--- src/rtl/alu_share_ctrl_if.sv ---
// alu_share_ctrl_if: requester, ALU and response signals of alu_share_ctrl.
// slave  = the controller side, master = the environment (requesters, ALU, consumer).
interface alu_share_ctrl_if #(
  parameter int unsigned WIDTH = 32,
  parameter int unsigned SEL_W = 6,
  parameter int unsigned TAG_W = 4
);
  logic             req0_valid;
  logic             req0_ready;
  logic [WIDTH-1:0] req0_op1;
  logic [WIDTH-1:0] req0_op2;
  logic [SEL_W-1:0] req0_sel;
  logic [TAG_W-1:0] req0_tag;

  logic             req1_valid;
  logic             req1_ready;
  logic [WIDTH-1:0] req1_op1;
  logic [WIDTH-1:0] req1_op2;
  logic [SEL_W-1:0] req1_sel;
  logic [TAG_W-1:0] req1_tag;

  logic [WIDTH-1:0] alu_operand1;
  logic [WIDTH-1:0] alu_operand2;
  logic [SEL_W-1:0] alu_select;
  logic [WIDTH-1:0] alu_result;

  logic             rsp_valid;
  logic             rsp_ready;
  logic [WIDTH-1:0] rsp_data;
  logic             rsp_id;
  logic [TAG_W-1:0] rsp_tag;
  logic             rsp_err;
  logic             busy;

  modport slave (
    input  req0_valid, req0_op1, req0_op2, req0_sel, req0_tag,
    input  req1_valid, req1_op1, req1_op2, req1_sel, req1_tag,
    input  alu_result, rsp_ready,
    output req0_ready, req1_ready,
    output alu_operand1, alu_operand2, alu_select,
    output rsp_valid, rsp_data, rsp_id, rsp_tag, rsp_err, busy
  );

  modport master (
    output req0_valid, req0_op1, req0_op2, req0_sel, req0_tag,
    output req1_valid, req1_op1, req1_op2, req1_sel, req1_tag,
    output alu_result, rsp_ready,
    input  req0_ready, req1_ready,
    input  alu_operand1, alu_operand2, alu_select,
    input  rsp_valid, rsp_data, rsp_id, rsp_tag, rsp_err, busy
  );
endinterface

--- src/rtl/alu_share_ctrl.sv ---
// alu_share_ctrl: shares one combinational ALU between two requesters.
// Round-robin grant in IDLE, operands registered onto the ALU, multiply (select 10)
// held for MUL_LAT cycles, result returned over a valid/ready response.
// Optional macro ALU_SEL_CHECK_EN: selects above 33 return data 0 with rsp_err set.
module alu_share_ctrl #(
  parameter int unsigned WIDTH   = 32,
  parameter int unsigned SEL_W   = 6,
  parameter int unsigned TAG_W   = 4,
  parameter int unsigned MUL_LAT = 4
) (
  input  logic            clk,
  input  logic            rst_n,
  alu_share_ctrl_if.slave bus
);

  localparam logic [SEL_W-1:0] SEL_MUL    = SEL_W'(10);
  localparam logic [3:0]       MUL_LOAD   = 4'(MUL_LAT - 1);
  localparam logic             MUL_DIRECT = (MUL_LAT == 1);

  typedef enum logic [1:0] {IDLE, EXEC, MULW, RESP} state_t;

  state_t           state_q, state_d;
  logic             ptr_q;
  logic [WIDTH-1:0] op1_q, op2_q;
  logic [SEL_W-1:0] sel_q;
  logic [TAG_W-1:0] tag_q;
  logic             id_q;
  logic [3:0]       cnt_q;
  logic             rsp_valid_q;
  logic [WIDTH-1:0] rsp_data_q;

  logic gnt0, gnt1, accept;
  logic is_mul, sel_bad, capture;

  // Round-robin grant: a lone requester wins, on contention the pointer side wins.
  always_comb begin
    gnt0 = 1'b0;
    gnt1 = 1'b0;
    if (state_q == IDLE) begin
      gnt0 = bus.req0_valid & (~bus.req1_valid | ~ptr_q);
      gnt1 = bus.req1_valid & (~bus.req0_valid |  ptr_q);
    end
  end

  assign accept = gnt0 | gnt1;
  assign is_mul = (sel_q == SEL_MUL);

`ifdef ALU_SEL_CHECK_EN
  assign sel_bad = (sel_q > SEL_W'(33));
`else
  assign sel_bad = 1'b0;
`endif

  // Capture point: EXEC for single-cycle ops, last MULW cycle for multiply.
  // The counter is loaded with MUL_LAT-1 and the capture happens in the cycle it
  // would decrement to zero, so EXEC plus the MULW cycles total MUL_LAT hold cycles.
  always_comb begin
    capture = 1'b0;
    case (state_q)
      EXEC:    capture = ~is_mul | MUL_DIRECT;
      MULW:    capture = (cnt_q == 4'd1);
      default: capture = 1'b0;
    endcase
  end

  // State register.
  always_ff @(posedge clk or negedge rst_n) begin
    if (!rst_n) state_q <= IDLE;
    else        state_q <= state_d;
  end

  // Next-state logic.
  always_comb begin
    state_d = state_q;
    case (state_q)
      IDLE:    if (accept) state_d = EXEC;
      EXEC:    state_d = capture ? RESP : MULW;
      MULW:    if (capture) state_d = RESP;
      RESP:    if (bus.rsp_ready) state_d = IDLE;
      default: state_d = IDLE;
    endcase
  end

  // Output decode: ready per granted requester, busy outside IDLE.
  always_comb begin
    bus.req0_ready = gnt0;
    bus.req1_ready = gnt1;
    bus.busy       = (state_q != IDLE);
  end

  // Datapath: operand latch on accept, multiply counter, result capture and response.
  always_ff @(posedge clk or negedge rst_n) begin
    if (!rst_n) begin
      ptr_q       <= 1'b0;
      op1_q       <= '0;
      op2_q       <= '0;
      sel_q       <= '0;
      tag_q       <= '0;
      id_q        <= 1'b0;
      cnt_q       <= '0;
      rsp_valid_q <= 1'b0;
      rsp_data_q  <= '0;
    end else begin
      if (accept) begin
        ptr_q <= gnt0;
        id_q  <= gnt1;
        op1_q <= gnt1 ? bus.req1_op1 : bus.req0_op1;
        op2_q <= gnt1 ? bus.req1_op2 : bus.req0_op2;
        sel_q <= gnt1 ? bus.req1_sel : bus.req0_sel;
        tag_q <= gnt1 ? bus.req1_tag : bus.req0_tag;
      end
      if (state_q == EXEC && !capture) cnt_q <= MUL_LOAD;
      else if (state_q == MULW)        cnt_q <= cnt_q - 4'd1;
      if (capture) begin
        rsp_valid_q <= 1'b1;
        rsp_data_q  <= sel_bad ? '0 : bus.alu_result;
      end else if (state_q == RESP && bus.rsp_ready) begin
        rsp_valid_q <= 1'b0;
      end
    end
  end

`ifdef ALU_SEL_CHECK_EN
  logic err_q;

  // Error flag: set at capture of an illegal select, cleared by the next acceptance.
  always_ff @(posedge clk or negedge rst_n) begin
    if (!rst_n)       err_q <= 1'b0;
    else if (accept)  err_q <= 1'b0;
    else if (capture) err_q <= sel_bad;
  end

  assign bus.rsp_err = err_q;
`else
  assign bus.rsp_err = 1'b0;
`endif

  assign bus.alu_operand1 = op1_q;
  assign bus.alu_operand2 = op2_q;
  assign bus.alu_select   = sel_q;
  assign bus.rsp_valid    = rsp_valid_q;
  assign bus.rsp_data     = rsp_data_q;
  assign bus.rsp_id       = id_q;
  assign bus.rsp_tag      = tag_q;

endmodule

--- src/flat_wrapper.sv ---
// flat-port wrapper written by rule: the top's interface ports become plain ports
module alu_share_ctrl_flat 
#(
  parameter int unsigned WIDTH   = 32,
  parameter int unsigned SEL_W   = 6,
  parameter int unsigned TAG_W   = 4,
  parameter int unsigned MUL_LAT = 4
)
  (clk, rst_n, bus_req0_valid, bus_req0_op1, bus_req0_op2, bus_req0_sel, bus_req0_tag, bus_req1_valid, bus_req1_op1, bus_req1_op2, bus_req1_sel, bus_req1_tag, bus_alu_result, bus_rsp_ready, bus_req0_ready, bus_req1_ready, bus_alu_operand1, bus_alu_operand2, bus_alu_select, bus_rsp_valid, bus_rsp_data, bus_rsp_id, bus_rsp_tag, bus_rsp_err, bus_busy);
  alu_share_ctrl_if #(.WIDTH(WIDTH), .SEL_W(SEL_W), .TAG_W(TAG_W)) bus_i ();
  input  logic clk;
  input  logic rst_n;
  input wire logic [$bits(bus_i.req0_valid)-1:0] bus_req0_valid;
  input wire logic [$bits(bus_i.req0_op1)-1:0] bus_req0_op1;
  input wire logic [$bits(bus_i.req0_op2)-1:0] bus_req0_op2;
  input wire logic [$bits(bus_i.req0_sel)-1:0] bus_req0_sel;
  input wire logic [$bits(bus_i.req0_tag)-1:0] bus_req0_tag;
  input wire logic [$bits(bus_i.req1_valid)-1:0] bus_req1_valid;
  input wire logic [$bits(bus_i.req1_op1)-1:0] bus_req1_op1;
  input wire logic [$bits(bus_i.req1_op2)-1:0] bus_req1_op2;
  input wire logic [$bits(bus_i.req1_sel)-1:0] bus_req1_sel;
  input wire logic [$bits(bus_i.req1_tag)-1:0] bus_req1_tag;
  input wire logic [$bits(bus_i.alu_result)-1:0] bus_alu_result;
  input wire logic [$bits(bus_i.rsp_ready)-1:0] bus_rsp_ready;
  output wire logic [$bits(bus_i.req0_ready)-1:0] bus_req0_ready;
  output wire logic [$bits(bus_i.req1_ready)-1:0] bus_req1_ready;
  output wire logic [$bits(bus_i.alu_operand1)-1:0] bus_alu_operand1;
  output wire logic [$bits(bus_i.alu_operand2)-1:0] bus_alu_operand2;
  output wire logic [$bits(bus_i.alu_select)-1:0] bus_alu_select;
  output wire logic [$bits(bus_i.rsp_valid)-1:0] bus_rsp_valid;
  output wire logic [$bits(bus_i.rsp_data)-1:0] bus_rsp_data;
  output wire logic [$bits(bus_i.rsp_id)-1:0] bus_rsp_id;
  output wire logic [$bits(bus_i.rsp_tag)-1:0] bus_rsp_tag;
  output wire logic [$bits(bus_i.rsp_err)-1:0] bus_rsp_err;
  output wire logic [$bits(bus_i.busy)-1:0] bus_busy;
  assign bus_i.req0_valid = bus_req0_valid;
  assign bus_i.req0_op1 = bus_req0_op1;
  assign bus_i.req0_op2 = bus_req0_op2;
  assign bus_i.req0_sel = bus_req0_sel;
  assign bus_i.req0_tag = bus_req0_tag;
  assign bus_i.req1_valid = bus_req1_valid;
  assign bus_i.req1_op1 = bus_req1_op1;
  assign bus_i.req1_op2 = bus_req1_op2;
  assign bus_i.req1_sel = bus_req1_sel;
  assign bus_i.req1_tag = bus_req1_tag;
  assign bus_i.alu_result = bus_alu_result;
  assign bus_i.rsp_ready = bus_rsp_ready;
  assign bus_req0_ready = bus_i.req0_ready;
  assign bus_req1_ready = bus_i.req1_ready;
  assign bus_alu_operand1 = bus_i.alu_operand1;
  assign bus_alu_operand2 = bus_i.alu_operand2;
  assign bus_alu_select = bus_i.alu_select;
  assign bus_rsp_valid = bus_i.rsp_valid;
  assign bus_rsp_data = bus_i.rsp_data;
  assign bus_rsp_id = bus_i.rsp_id;
  assign bus_rsp_tag = bus_i.rsp_tag;
  assign bus_rsp_err = bus_i.rsp_err;
  assign bus_busy = bus_i.busy;
  alu_share_ctrl #(.WIDTH(WIDTH), .SEL_W(SEL_W), .TAG_W(TAG_W), .MUL_LAT(MUL_LAT)) u_core (.clk(clk), .rst_n(rst_n), .bus(bus_i));
endmodule
--- config.mk ---
export PLATFORM = sky130hd
export DESIGN_NAME = alu_share_ctrl_flat
export DESIGN_NICKNAME = d
export VERILOG_FILES = /design/src/rtl/alu_share_ctrl_if.sv /design/src/rtl/alu_share_ctrl.sv /design/src/flat_wrapper.sv
export SDC_FILE = /design/constraint.sdc
export NUM_CORES = 1
export LEC_CHECK = 0
export ABC_AREA = 1
export CAP_MARGIN = 20
export CORE_MARGIN = 2
export CORE_UTILIZATION = 39
export CTS_BUF_LIST = sky130_fd_sc_hd__clkbuf_16
export DETAILED_ROUTE_END_ITERATION = 7
export GPL_TIMING_DRIVEN = 0
export PLACE_DENSITY_LB_ADDON = 0.08
export SLEW_MARGIN = 20
export SYNTH_ARGS = -nofsm -noshare
export SYNTH_HDL_FRONTEND = slang
export SYNTH_SLANG_ARGS = --single-unit
--- constraint.sdc ---
create_clock -name clk -period 1.99 [get_ports clk]
set_input_delay 0.398 -clock clk [delete_from_list [all_inputs] [get_ports clk]]
set_output_delay 0.398 -clock clk [all_outputs]
set_load 0.01 [all_outputs]
# --- After elaboration in Yosys (flattened, before gate mapping) ---
# Cells that the tools add are included.
op_classes:
  n_reduce_logical: 8
  eq_ne: 8
  mux: 16
  bitwise_logic: 9
  n_addsub: 1
ops:
  columns: ["cell", "n"]
  rows:
  - ["32-bit 2-to-1 mux", 2]
  - ["4-bit 2-to-1 mux", 3]
  - ["2-bit one-hot mux with 4 select lines", 1]
  - ["6-bit by 4-bit equality test with 1-bit output (second input constant)", 1]
  - ["2-bit 2-to-1 mux", 3]
  - ["6-bit 2-to-1 mux", 1]
  - ["2-bit nonzero test", 3]
  - ["1-bit 2-to-1 mux", 5]
  - ["2-bit equality test (second input constant)", 2]
  - ["4-bit by 1-bit equality test with 1-bit output (second input constant)", 1]
  - ["2-bit by 1-bit != test with 1-bit output (second input constant)", 2]
  - ["1-bit NOT", 4]
  - ["4-bit by 1-bit subtractor with 4-bit output (second input constant)", 1]
  - ["1-bit bitwise OR", 3]
  - ["3-bit AND reduction", 1]
  - ["1-bit AND", 2]
  - ["2-bit by 1-bit equality test with 1-bit output (second input constant)", 1]
  - ["1-bit logical AND", 2]
  - ["2-bit zero test", 1]
  - ["2-bit != test (second input constant)", 1]
  - ["1-bit one-hot mux with 2 select lines", 1]
  - ["1-bit zero test", 1]
word_totals:
  input_bits: 185
  output_inout_bits: 112
  wordCells: 52
  ff_bits: 115

# --- Depth between registers and ports, before layout ---
# Gate-level depths: netlist (run 1).
depth:
  depth_word: 7
  mapped_depth: 10
  mapped_depth_nobuf: 10

# --- Worst setup path before layout (run 1) ---
# Ideal clock, no wire load.
synth_timing:
  path_type: "reg2out"
  start: "register u_core.state_q[0]"
  end: "output port bus_req1_ready"
  stages_incl_launch_ff: 7
  arrival_ps: 1242
  required_ps: 1592
  path_slack_ps: 350
  cell_sequence: "dfrtp_1 inv_1 ha_1 nand2_1 a21oi_2 buf_4 buf_4"
synth_via:
  elab_chain_len: 2
synth_rtl:
  columns: ["element", "line", "text"]
  rows:
  - ["from (decl)", "alu_share_ctrl.sv:22", "state_t state_q, state_d;"]
  - ["from (signal assigned)", "alu_share_ctrl.sv:69", "else state_q <= state_d;"]
  - ["2-bit zero test", "alu_share_ctrl.sv:39", "if (state_q == IDLE) begin"]
  - ["1-bit 2-to-1 mux", "alu_share_ctrl.sv:39", null]
  - ["to (decl)", "flat_wrapper.sv:26", "output wire logic [$bits(bus_i.req1_ready)-1:0] bus_req1_ready;"]
# Every way passes these cells.

# --- Worst setup path after layout (run 1) ---
# Ends and elaborated chain as after synthesis.

==> results of run 1 <==
worst max-delay path by stage:
stage	start	to	slack, ns	depth (start not counted)
after floorplan	u_core.state_q[0]$_DFFE_PN0P_	bus_req1_ready	0.35	6
after global placement	rst_n	u_core.bus.alu_operand1[23]$_DFFE_PN0P_	-3.96	1
after detailed placement	bus_req1_valid	bus_req1_ready	-0.59	6
after CTS	u_core.state_q[0]$_DFFE_PN0P_	bus_req0_ready	0.03	6
after global routing	u_core.state_q[0]$_DFFE_PN0P_	bus_req1_ready	-0.01	6
final	u_core.state_q[0]$_DFFE_PN0P_	bus_req1_ready	0.05	6
worst max-delay path, delay by kind of cell, from the launching register on:
family                     cells  cell delay, ns
AOI/OAI and AO/OA              1            0.15
adders and majority gates      1            0.16
buffers and inverters          3            0.33
DFF                            1            0.40
and+or+nand+nor                1            0.09
logic make-up after synthesis:
| logic type | synth area share [%] |
|---|---|
| xor+xnor | 0.336 |
| flops | 55.2 |
| simple gates | 22.0 |
| compound gates | 15.2 |
| buf+inv | 5.55 |
| other cells | 0.0720 |
| fa+ha+maj | 1.68 |
timing repair:
action | in CTS | in global routing
pin swaps | 1 | 0
gates resized for setup | 20 | 4
setup buffers | 6 | 2
hold endpoints to repair | 0 | 0
setup endpoints to repair | 16 | 20
area by class of cell:
cell class | count | area (um^2)
well taps | 176 | 220
multi-input cells | 442 | 2080
flip-flops and latches | 115 | 2880
repair buffers | 304 | 3030
clock buffers | 17 | 425
plain buffers | 47 | 241
clock inverters | 15 | 220
inverters | 15 | 56.3
fillers | 1099 | 3980
metal layers:
layer / GRT usage, % / share of wire (%)
met1: 29.8 / 38
met2: 47.0 / 50
met3: 9.08 / 8.7
met4: 8.97 / 2.6
met5: 0 / 0
Yosys cell counts:
cell type / n
nor2_1: 80
xor2_1: 1
nand2_2: 1
conb_1: 1
nand2_1: 116
buf_4: 8
buf_2: 18
o21ai_1: 61
o22ai_1: 3
inv_2: 1
o21ai_0: 85
dfrtp_1: 115
nand4_1: 1
xnor2_1: 1
o211ai_1: 2
inv_1: 14
nand3_1: 79
a21oi_2: 1
buf_1: 4
clkbuf_1: 18
ha_1: 7
o21bai_1: 1
a21oi_1: 2
sequential cells by signal, indices dropped and copies added (netlist names):
name                     count
u_core.bus.alu_select        6
u_core.bus.rsp_tag           4
u_core.state_q               2
u_core.bus.rsp_id            1
u_core.bus.rsp_data         32
u_core.bus.rsp_valid         1
u_core.bus.alu_operand1     32
u_core.cnt_q                 4
u_core.bus.alu_operand2     32
u_core.ptr_q                 1
through the flow:
stage	power (mW)	cell area (um^2)	hold slack, ns	setup WS (ns)	instances
2_1_floorplan	7.44	5210	0.102	0.350	620
3_3_place_gp	10.9	8380	0.460	-3.96	1091
3_5_place_dp	11.1	8410	0.434	-0.585	1092
4_1_cts	14.7	9120	0.00258	0.0276	1129
5_1_grt	15.7	9150	0.0310	-0.00981	1131
6_report	14.7	9150	-0.0185	0.0542	1131
power by group:
part / internal [mW] / total, mW / switching, mW
Clock: 2.31 / 3.37 / 1.05
Sequential: 3.54 / 4.20 / 0.665
Combinational: 3.52 / 7.09 / 3.58
Total: 9.36 / 14.7 / 5.30
==> flow_metrics.py, run 1 <==
metrics = {
    "place": {
        "gp_congestion": 0.854,
        "dp_hpwl_um": 13900,
        "portBuffers": 295,
    },
    "yosys": {
        "ys_seq_elements": 115,
        "yosys_warnings": 0,
        "yosysUniqueCellTypes": 23,
        "seq_area_frac_synth_pct": 55.2,
        "synth_nets": 812,
        "syn_inst": 620,
        "synth_area_leaders": "dfrtp_1, nand2_1, o21ai_0",
        "syn_area_um2": 5210,
        "syn_avg_cell_area_um2": 8.40,
        "synth_top_area_share_pct": 55.2,
        "yosysTopAreaCell": "dfrtp_1",
    },
    "power_and_ir_drop": {
        "p_leak_nw": 4.05,
        "p_per_area_nw_per_um2": 1600,
        "max-vdd-ir-drop_mv": 0.629,
    },
    "run_status": {
        "violations": "hold timing",
        "status": "complete, but fails checks",
    },
    "cts": {
        "clkSlewWorstSetupHoldPaths_ns": 0.05,
        "clock_path_buffers": 2,
        "cts_tree": "done",
        "cts_root_buf": "clkbuf_16",
        "hold_buffers": 0,
        "htree_num_levels": 4,
        "clock_sinks": 115,
        "clk_latency_ns": 0.40,
        "cts_buffers": 17,
    },
    "global_route": {
        "overflow": 0,
        "grt_pass1_wl_um": 29800,
        "grt_max_degree": 66,
        "grt_usage_pct": 26.5,
        "antenna_found_initial": 0,
        "grt_pass1_vias": 5871,
    },
    "final_layout": {
        "fin_nets": 1134,
        "mostFrequentLayoutCells": "clkdlybuf4s50_1, dfrtp_1, nand2_1",
        "diodes": 0,
        "drive_gt1_share_pct": 7.64,
        "final_common_cell": "clkdlybuf4s50_1",
        "syn_to_final_growth_pct": 75.7,
        "utilization_pct": 69.7,
    },
    "sta": {
        "rsz0062_at_grt": "yes",
        "final.setup_skew_ns": 0.00771,
        "drv_slew": 0,
        "max_slew.worst_pin.slew_ns": 0.640,
        "slew-limit-headroom_pct": 57.3,
        "setup_viol": 0,
        "whs_ns": -0.0185,
        "layout_worst_path_cycle_share_pct": 97.3,
        "hold_viol_final": 7,
        "max_freq_mhz": 517,
        "layout_min_cycle_time_ns": 1.94,
        "tns_ns": 0,
    },
    "setup_path": {
        "rrSetupSlack_ns": 0.15,
        "cp_max_fo": 3,
        "r2r-end": "u_core.bus.alu_operand1[19]$_DFFE_PN0P_",
        "cp.required_ns": 1.59,
        "start_kind": "flip-flop",
        "crit_type": "flip-flop to primary output",
        "cpPeakStageDelay_ns": 0.40,
        "slowest_stage": "dfrtp_1",
        "crit_chain": "inv_2 > ha_4 > nand2_2 > a21oi_4 > buf_8 > buf_2",
        "reg2reg_from": "u_core.state_q[0]$_DFFE_PN0P_",
        "cp.arrival_ns": 1.54,
        "worst_setup_path_end_kind": "primary output",
        "reg2reg_depth": 10,
    },
    "die": {
        "die_w_um": 120,
        "rows": 42,
        "coreArea_um2": 13100,
        "die_h_um": 120,
        "initial_core_util_pct": 39.7,
        "io_pins": 297,
        "die_area_um2": 14300,
    },
    "flow_run": {
        "maxCapViolCount": 0,
    },
    "routing": {
        "dr.first_iter.drc_count": 432,
        "drc": 0,
        "first_pass_iters": 5,
        "via_per_inst": 5.08,
        "drt-total-wl_um": 18800,
        "wire_per_inst_um": 16.6,
        "via_count": 5751,
        "drtAntennaViolNets": 0,
    },
    "hold_path": {
        "hold_class": "primary input to async pin",
    },
}
Note: power is estimated with default switching activity, not from simulation.
==> run 2: changes to the inputs <==
--- a/config.mk
+++ b/config.mk
@@ -13,6 +13,7 @@
 export DETAILED_ROUTE_END_ITERATION = 7
 export GPL_TIMING_DRIVEN = 0
 export PLACE_DENSITY_LB_ADDON = 0.08
+export REMOVE_ABC_BUFFERS = 1
 export SLEW_MARGIN = 20
 export SYNTH_ARGS = -nofsm -noshare
 export SYNTH_HDL_FRONTEND = slang
==> flow_metrics.py, run 2 (synthesis results as in run 1) <==
metrics = {
    "run_status": {
        "status": "complete, but fails checks",
        "violations": "setup timing",
    },
    "global_route": {
        "overflow": 0,
        "use_met1_pct": 34.5,
        "busiest_layer": "met2",
        "grt_pass1_wl_um": 32100,
        "antenna_found_initial": 0,
        "grtUsageMet3_pct": 9.27,
        "grt_max_degree": 76,
        "grt_usage_pct": 29.2,
        "grt_pass1_vias": 5942,
        "met2_usage_pct": 47.7,
    },
    "sta": {
        "setup_viol": 1,
        "max_freq_mhz": 500,
        "slew-limit-headroom_pct": 64.1,
        "layout_min_cycle_time_ns": 2.00,
        "hold_viol_final": 0,
        "layout_setup_ws_ns": -0.00883,
        "whs_ns": 0.475,
        "drv_slew": 0,
        "final.setup_skew_ns": 0.00773,
        "layout_worst_path_cycle_share_pct": 100,
        "max_slew.worst_pin.slew_ns": 0.539,
        "tns_ns": -0.00883,
        "rsz0062_at_grt": "yes",
    },
    "flow_run": {
        "maxCapViolCount": 0,
    },
    "die": {
        "io_pins": 297,
        "rows": 42,
        "die_w_um": 120,
        "die_h_um": 120,
        "coreArea_um2": 13100,
        "die_area_um2": 14300,
        "initial_core_util_pct": 39.7,
    },
    "cts": {
        "clock_sinks": 115,
        "clock_path_buffers": 2,
        "cts_tree": "done",
        "cts_root_buf": "clkbuf_16",
        "clkSlewWorstSetupHoldPaths_ns": 0.06,
        "clk_latency_ns": 0.42,
        "htree_num_levels": 4,
        "cts_buffers": 17,
    },
    "routing": {
        "via_count": 5800,
        "drc": 0,
        "first_pass_iters": 5,
        "drt-total-wl_um": 20700,
        "drtAntennaViolNets": 0,
        "dr.first_iter.drc_count": 296,
        "wire_per_inst_um": 18.7,
        "via_per_inst": 5.23,
    },
    "place": {
        "portBuffers": 295,
        "dp_cells": 1048,
        "dp_hpwl_um": 12500,
        "gp_congestion": 0.789,
    },
    "hold_path": {
        "hold_class": "flip-flop to flip-flop",
    },
    "power_and_ir_drop": {
        "intPower_mw": 9.75,
        "clock_power_share_pct": 22.0,
        "swShare_pct": 36.7,
        "seqPwrFrac_pct": 27.2,
        "p_leak_nw": 4.14,
        "total_power_mw": 15.4,
        "max-vdd-ir-drop_mv": 0.718,
        "combinationalPowerShare_pct": 50.8,
        "p_switching_mw": 5.66,
        "p_per_area_nw_per_um2": 1640,
    },
    "setup_path": {
        "path_buf_inv": 3,
        "start_kind": "flip-flop",
        "crit_type": "flip-flop to primary output",
        "cpPeakStageDelay_ns": 0.43,
        "crit_family": "flip-flops",
        "crit_chain": "inv_4 > ha_4 > nand2_8 > a21oi_4 > clkbuf_16 > buf_6",
        "cp_max_fo": 3,
        "cp.required_ns": 1.59,
        "worst_setup_path_end_kind": "primary output",
        "cp.arrival_ns": 1.60,
        "slowest_stage": "dfrtp_2",
    },
    "final_layout": {
        "diodes": 0,
        "drive_gt1_share_pct": 8.24,
        "n_fill_cell": 1029,
        "syn_to_final_growth_pct": 80.4,
        "final_common_cell": "clkdlybuf4s50_1",
        "layout.cells.non_filler": 1110,
        "mostFrequentLayoutCells": "clkdlybuf4s50_1, dfrtp_1, nand2_1",
        "fin_nets": 1113,
    },
}
==> run 2: changes by cell type in the layout (fill, tap and decap cells not counted), sizes merged, moves of 2 or more <==
cell	delta
clkbuf	-18
nand2	+2
inv	-2
clkinv	+2
bufbuf	+5
buf	-13
==> run 2: worst reg2reg max path: stages, from the launching register on <==
cell     delay, ns
dfrtp_2       0.43
inv_4         0.08
ha_4          0.19
nand2_8       0.06
buf_4         0.18
buf_4         0.23
a21oi_4       0.37
o21ai_0       0.13
o21ai_1       0.15
==> run 2: final cells by class <==
type                       count  area (um^2)  share of cell area, %
sequential                   115         2880                   30.6
clock inverter                15          219                   2.33
timing repair buffer         326         3400                   36.2
multi-input combinational    445         2180                   23.2
timing repair inverter         1         7.51                 0.0799
clock buffer                  17          425                   4.53
tap                          176          220                   2.34
inverter                      15         70.1                  0.746
==> run 2: power groups by stage <==
stage               sequential [mW]  combinational [mW]  clock [mW]
finish                         4.20                7.83        3.38
detailed placement             4.19                6.85           0
global placement               4.15                6.61           0
floorplan                      4.66                2.55           0
global route                   4.33                8.51        3.53
CTS                            4.18                7.76        3.42
==> run 2: routing by layer <==
metal | vias up | wire length [um]
met2 | 281 | 9990
met5 | - | 0
met3 | 70 | 1740
met1 | 2769 | 8080
li1 | 2680 | -
met4 | 0 | 898
==> run 2: metrics by stage <==
step           util, %  setup WS, ns  cell area, um^2
2_1_floorplan        -         -2.57             4980
3_3_place_gp      62.0         -5.81             8150
3_5_place_dp      63.3         -1.26             8320
4_1_cts           71.5        -0.136             9390
5_1_grt           71.5       -0.0494             9400
6_report          71.5      -0.00883             9400
==> run 2: what timing repair did <==
| action | CTS | global route |
|---|---|---|
| hold endpoints to repair | 53 | 0 |
| pin swaps | 2 | 1 |
| endpoints found under the setup margin | 117 | 88 |
| gates cloned | 8 | 1 |
| hold buffers | 1 | 0 |
| setup buffers | 18 | 5 |
| gates resized for setup | 28 | 5 |
==> run 2: worst paths after layout <==
kind | startpoint | end | slack (ns) | cells past startpoint
max | u_core.state_q[0]$_DFFE_PN0P_ | bus_req1_ready | -0.009 | 6
min | u_core.bus.rsp_valid$_DFFE_PN0P_ | u_core.bus.rsp_valid$_DFFE_PN0P_ | 0.48 | 2
max reg2reg | u_core.state_q[0]$_DFFE_PN0P_ | u_core.bus.alu_operand1[31]$_DFFE_PN0P_ | 0.10 | 8
min reg2reg | u_core.bus.rsp_valid$_DFFE_PN0P_ | u_core.bus.rsp_valid$_DFFE_PN0P_ | 0.48 | 2
max in group asynchronous | rst_n | u_core.bus.alu_operand1[24]$_DFFE_PN0P_ | 0.80 | 3
min in group asynchronous | rst_n | u_core.bus.alu_operand1[30]$_DFFE_PN0P_ | 0.50 | 2
